**src/rtl/mul_div_unit.sv**
```systemverilog
`default_nettype none
// mul_div_unit: HI/LO multiply/divide unit with a fixed-latency multiplier and a
// radix-2 restoring divider (WIDTH iterations plus one sign-fix cycle). Revision 1.0
module mul_div_unit #(
    parameter int WIDTH   = 32,
    parameter int MUL_LAT = 4
) (
    input  logic             clk,
    input  logic             reset,
    input  logic             start,
    input  logic [2:0]       op,
    input  logic [WIDTH-1:0] a,
    input  logic [WIDTH-1:0] b,
    input  logic             flush,
    output logic             busy,
    output logic             done,
    output logic [WIDTH-1:0] hi,
    output logic [WIDTH-1:0] lo
);

    localparam int CNT_W = $clog2(WIDTH + 1);

    localparam logic [2:0] OP_MULT  = 3'b000;
    localparam logic [2:0] OP_MULTU = 3'b001;
    localparam logic [2:0] OP_DIV   = 3'b010;
    localparam logic [2:0] OP_DIVU  = 3'b011;
    localparam logic [2:0] OP_MTHI  = 3'b100;
    localparam logic [2:0] OP_MTLO  = 3'b101;

    typedef enum logic [1:0] {
        IDLE = 2'd0,
        MUL  = 2'd1,
        DIV  = 2'd2,
        FIX  = 2'd3
    } state_t;

    state_t             state;
    logic [CNT_W-1:0]   cnt;
    logic [WIDTH-1:0]   op_a;
    logic [WIDTH-1:0]   op_b;
    logic [WIDTH-1:0]   quo;
    logic [WIDTH-1:0]   rem;
    logic               mul_signed;
    logic               neg_q;
    logic               neg_r;
    logic               div_zero;

    logic               accept;
    logic               signed_div;
    logic [WIDTH-1:0]   a_abs;
    logic [WIDTH-1:0]   b_abs;
    logic               ext_a;
    logic               ext_b;
    logic [2*WIDTH-1:0] product;
    logic [WIDTH:0]     shifted;
    logic [WIDTH:0]     trial;
    logic [WIDTH-1:0]   q_fix;
    logic [WIDTH-1:0]   r_fix;

    assign busy   = (state != IDLE);
    assign accept = start && !busy && !flush && !(op[2] && op[1]);

    assign signed_div = (op == OP_DIV);
    assign a_abs      = (signed_div && a[WIDTH-1]) ? -a : a;
    assign b_abs      = (signed_div && b[WIDTH-1]) ? -b : b;

    // Operands are extended to the full product width so the low 2*WIDTH bits
    // of a plain modular multiply are the exact signed or unsigned product.
    assign ext_a   = mul_signed & op_a[WIDTH-1];
    assign ext_b   = mul_signed & op_b[WIDTH-1];
    assign product = {{WIDTH{ext_a}}, op_a} * {{WIDTH{ext_b}}, op_b};

    assign shifted = {rem, quo[WIDTH-1]};
    assign trial   = shifted - {1'b0, op_b};

    assign q_fix = neg_q ? -quo : quo;
    assign r_fix = neg_r ? -rem : rem;

    always_ff @(posedge clk or negedge reset) begin
        if (!reset) begin
            state      <= IDLE;
            cnt        <= '0;
            op_a       <= '0;
            op_b       <= '0;
            quo        <= '0;
            rem        <= '0;
            mul_signed <= 1'b0;
            neg_q      <= 1'b0;
            neg_r      <= 1'b0;
            div_zero   <= 1'b0;
            done       <= 1'b0;
            hi         <= '0;
            lo         <= '0;
        end else begin
            done <= 1'b0;
            case (state)
                IDLE: begin
                    if (accept) begin
                        case (op)
                            OP_MTHI: hi <= a;
                            OP_MTLO: lo <= a;
                            OP_MULT, OP_MULTU: begin
                                op_a       <= a;
                                op_b       <= b;
                                mul_signed <= (op == OP_MULT);
                                cnt        <= CNT_W'(MUL_LAT - 1);
                                state      <= MUL;
                            end
                            OP_DIV, OP_DIVU: begin
                                op_a     <= a;
                                op_b     <= b_abs;
                                quo      <= a_abs;
                                rem      <= '0;
                                neg_q    <= signed_div && (a[WIDTH-1] ^ b[WIDTH-1]);
                                neg_r    <= signed_div && a[WIDTH-1];
                                div_zero <= (b == '0);
                                cnt      <= '0;
                                state    <= DIV;
                            end
                            default: ;
                        endcase
                    end
                end
                MUL: begin
                    if (flush) begin
                        state <= IDLE;
                    end else if (cnt == '0) begin
                        {hi, lo} <= product;
                        done     <= 1'b1;
                        state    <= IDLE;
                    end else begin
                        cnt <= cnt - 1'b1;
                    end
                end
                DIV: begin
                    if (flush) begin
                        state <= IDLE;
                    end else begin
                        if (!trial[WIDTH]) begin
                            rem <= trial[WIDTH-1:0];
                            quo <= {quo[WIDTH-2:0], 1'b1};
                        end else begin
                            rem <= shifted[WIDTH-1:0];
                            quo <= {quo[WIDTH-2:0], 1'b0};
                        end
                        if (cnt == CNT_W'(WIDTH - 1)) begin
                            state <= FIX;
                        end else begin
                            cnt <= cnt + 1'b1;
                        end
                    end
                end
                FIX: begin
                    if (flush) begin
                        state <= IDLE;
                    end else begin
                        // Divide by zero reports the raw dividend, not its magnitude.
                        if (div_zero) begin
                            lo <= '1;
                            hi <= op_a;
                        end else begin
                            lo <= q_fix;
                            hi <= r_fix;
                        end
                        done  <= 1'b1;
                        state <= IDLE;
                    end
                end
                default: state <= IDLE;
            endcase
        end
    end

endmodule
`default_nettype wire

```
**config.mk**
```make
export PLATFORM = sky130hd
export DESIGN_NAME = mul_div_unit
export DESIGN_NICKNAME = d
export VERILOG_FILES = /design/src/rtl/mul_div_unit.sv
export SDC_FILE = /design/constraint.sdc
export NUM_CORES = 2
export LEC_CHECK = 0
export ABC_CLOCK_PERIOD_IN_PS = 7600
export BUFFER_PORTS_ARGS = -buffer_cell sky130_fd_sc_hd__buf_2
export CORE_ASPECT_RATIO = 1.75
export CORE_MARGIN = 5
export CORE_UTILIZATION = 30
export DETAILED_ROUTE_END_ITERATION = 16
export GPL_TIMING_DRIVEN = 0
export PLACE_DENSITY = 0.53
export SLEW_MARGIN = 20
export SYNTH_ARGS = -nofsm -noshare
export SYNTH_HDL_FRONTEND = slang
export SYNTH_SLANG_ARGS = --single-unit
```
**constraint.sdc**
```tcl
create_clock -name clk -period 7.6 [get_ports clk]
set_input_delay 0.76 -clock clk [delete_from_list [all_inputs] [get_ports clk]]
set_output_delay 0.76 -clock clk [all_outputs]
set_load 0.02 [all_outputs]
```
==> summary.md <==
| Metric | Value |
|---|---|
| Status | `complete, but fails checks` |
| Violated checks | `negative setup slack` |
| Final setup viols | `37` |
| Final Slew Violations | `0` |
| CP arrival | `about 8700 ps` |
| Clock Sink Count | `205` |
| Crit end category | `flop` |
| Final Routed Wirelength | `254 mm` |
| CORE AREA | `between 150000 and 200000 um^2` |
| Die area | `182000 um^2` |
| First-pass GRT wire length | `358 mm` |
| Layout Skew | `41.2 ps` |
| I/O Buffers | `132` |
| Most frequent cell on the critical path | `fa_1` |
| Top-area cell type share of the netlist area | `0.435` |
| Share of cells above drive strength 1 | `0.161` |
| Cell taking the most area after synthesis | `fa_1` |
| Syn Area/Cell | `8.73 um^2` |
| Vias in the first global route | `49.4k` |
| Hpwl dp | `209 mm` |
| GP Congestion | `around 1.0` |
| Synth cell types | `between 70 and 80` |
| Primary FF master, synth | `dfrtp_1` |
| Async S/R FF share, synth | `1.00` |
| Via Count | `45.5k` |
| CTS tree | `built` |
| Synth warn | `0` |
| Setup Crit Path Kind | `flop to flop` |
| CTS hold repair buffers | `0` |
| Worst Setup SP | `op_b[0]` |
| PnR worst setup slack | `-580 ps` |
| Max Cap Viol | `0` |
| Placed Cells incl. Taps | `between 8k and 9k` |
| CP Buf/Inv Count | `8` |
| Synth Cell Area | `51900 um^2` |
| WP data required | `8110 ps` |
| DRC Markers | `0` |
| Number of synthesized flops with an enable pin | `0` |
| FF-to-FF setup slack | `-580 ps` |
| DRT iter0 DRCs | `3524` |
| Area Growth Syn to Fin | `20.4%` |
| Area occupied by multi-input gates | `42600 um^2` |
| Relative max-transition margin | `0.126` |
| Num CTS Buffers | `28` |
| Clk buf depth | `3` |
| Fmax achieved | `122 MHz` |
| Post-route ant nets | `0` |
| Final Hold Fails | `0` |
| # H-tree levels | `1` |
| Fill count | `~18k` |
| Slew @ Worst Pin | `between 1000 and 1500 ps` |
| Cells on worst reg2reg path | `28` |
| FF+latch area | `5270 um^2` |
| FP Rows | `202` |
| Synth top area cells | `fa_1 43%, dfrtp_1 9.9%, inv_1 8.5%` |
| Starting Density | `0.300` |
| Top Family by Delay on Critical Path | `adder cells` |
| Hold crit path type | `input pin to asynchronous set/reset pin` |
| Clock Latency Late Sink | `approximately 590 ps` |
| Non-Filler Instances | `approximately 8.6k` |
| Synth Register Bits | `just over 200` |
| Clock transition at path regs | `about 70 ps` |
| Startpoint Class | `flop` |
| RSZ-0062 raised after global routing | `yes` |
| Syn Nets | `about 7.4k` |
| Worst stage delay on the critical path | `approximately 570 ps` |
| Largest net degree at the start of global routing | `87` |
| Tmin final | `8180 ps` |
| Fin crit share | `1.08` |
| Horiz. Die Dim | `324 um` |
| WL/cell | `29.6 um` |
| DRT Pass-1 Iters | `6` |
| CP endpoint | `hi[30]` |
| Max stage delay cell, worst path | `fa_1` |
| Worst-path maximum fanout | `6` |
| Clock Tree Root | `clkbuf_16` |
| Die Span Y | `approximately 560 um` |
| Detailed-route vias per instance | `between 5 and 6` |
| Number of cells on the critical path | `28` |
| R2R Path End | `hi[30]` |
| Post-Synthesis Cells | `about 6k` |
| Io pins | `137` |
| RR Startpoint | `op_b[0]` |
| GR Util All Layers | `0.275` |
| Nets | `7775` |
| Sequential fraction of the synthesis area | `0.0989` |
| Initial antenna violation count | `22` |
| Grt total ovfl | `0` |
-- area by class of cell --
type / instances / share of cell area
antenna: 13 / 0.000521
buffer: 311 / 0.0488
clock buffer: 41 / 0.0139
clock inverter: 11 / 0.00304
inverter: 1176 / 0.0711
multi-input combinational: 4197 / 0.682
sequential: 205 / 0.0843
tap: 2244 / 0.0449
timing repair buffer: 401 / 0.0509
-- registers in the layout, summed over array words and instances (netlist names), 2 cells and up --
register  flops
op_b         32
quo          32
state         2
lo           32
hi           32
rem          32
cnt           6
op_a         32
-- cells by family (layout without fill, tap and decap cells) --
| group | count (synthesis) | after routing | synth area share |
|---|---|---|---|
| AOI/OAI and AO/OA | 737 | 737 | 0.0892 |
| buffers and inverters | 1540 | 1940 | 0.112 |
| and+or+nand+nor | 1844 | 1844 | 0.164 |
| DFF | 205 | 205 | 0.0989 |
| other | 0 | 13 | 0 |
| muxes | 22 | 22 | 0.00427 |
| xor gates and xnor gates | 210 | 210 | 0.0355 |
| adders and majority gates | 1384 | 1384 | 0.497 |
-- cell usage in the layout (no fill, tap or decap), drive strengths merged, types with 7 or more instances in the layout --
cell type / instances
inv: 1170
fa: 1127
nand2: 1047
buf: 447
and2: 359
clkbuf: 306
ha: 257
o21ai: 236
dfrtp: 205
nor2: 180
a21oi: 171
xnor2: 132
xor2: 78
a21o: 63
nand3: 51
a31oi: 40
o31ai: 37
and3: 29
nand2b: 28
a221oi: 28
nor3: 22
o211ai: 22
mux2i: 21
or3: 21
or4: 20
o21a: 17
o21bai: 17
a22oi: 17
or2: 16
o41ai: 15
nor2b: 14
nand4: 14
nor4: 14
diode: 13
nand3b: 11
a211oi: 10
a41oi: 8
clkinvlp: 7
-- cells in the mapped netlist, drive strengths merged, types with 40 or more instances --
master  number
fa        1127
dfrtp      205
a21oi      171
and2       359
xnor2      132
o21ai      236
ha         257
a21o        63
clkbuf     352
nor2       180
inv       1175
a31oi       40
xor2        78
nand3       51
nand2     1047
-- layer usage --
| metal | global-route usage | vias to the layer above | share of wire |
|---|---|---|---|
| li1 | - | 18788 | - |
| met1 | 0.283 | 23430 | 0.33 |
| met2 | 0.473 | 2307 | 0.48 |
| met3 | 0.0416 | 962 | 0.063 |
| met4 | 0.266 | 6 | 0.13 |
| met5 | 0 | - | 0.00016 |
-- metrics by stage --
stage	util	setup WS (ps)	cell area, um^2	setup TNS, ps	hold slack (ps)
2_1_floorplan	-	-37.1	52000	-37.1	464
3_3_place_gp	0.321	-3550	55400	-117180	473
3_5_place_dp	0.322	-3040	55600	-103560	474
4_1_cts	0.354	-522	61100	-10690	106
5_1_grt	0.362	-738	62400	-18330	126
6_report	0.362	-580	62500	-12370	106
-- repair_timing --
action	4_1_cts	5_1_grt
gates cloned	1	1
buffers inserted	181	82
resized for setup	805	214
pin swaps	104	185
endpoints found under the setup margin	51	46
-- worst reg2reg max path, delay by kind of cell, from the launching register on --
family / cells / cell delay (ps)
adders and majority gates: 9 / 4470
and+or+nand+nor: 6 / 1220
AOI/OAI and AO/OA: 5 / 1210
buffers and inverters: 8 / 710
DFF: 1 / 500
-- how the worst min path moves through the flow --
stage                start      to  slack, ps  cells past startpoint
detailed placement  hi[20]  hi[20]        470                      2
finish               reset  lo[11]        110                      1
CTS                  reset  quo[8]        110                      1
floorplan            reset  cnt[0]        460                      0
global route         reset  lo[11]        130                      1
global placement    hi[20]  hi[20]        470                      2
Power is left out: the tool's default activity adds up to more than one toggle a clock period on the data nets, which glitch-free logic cannot reach.
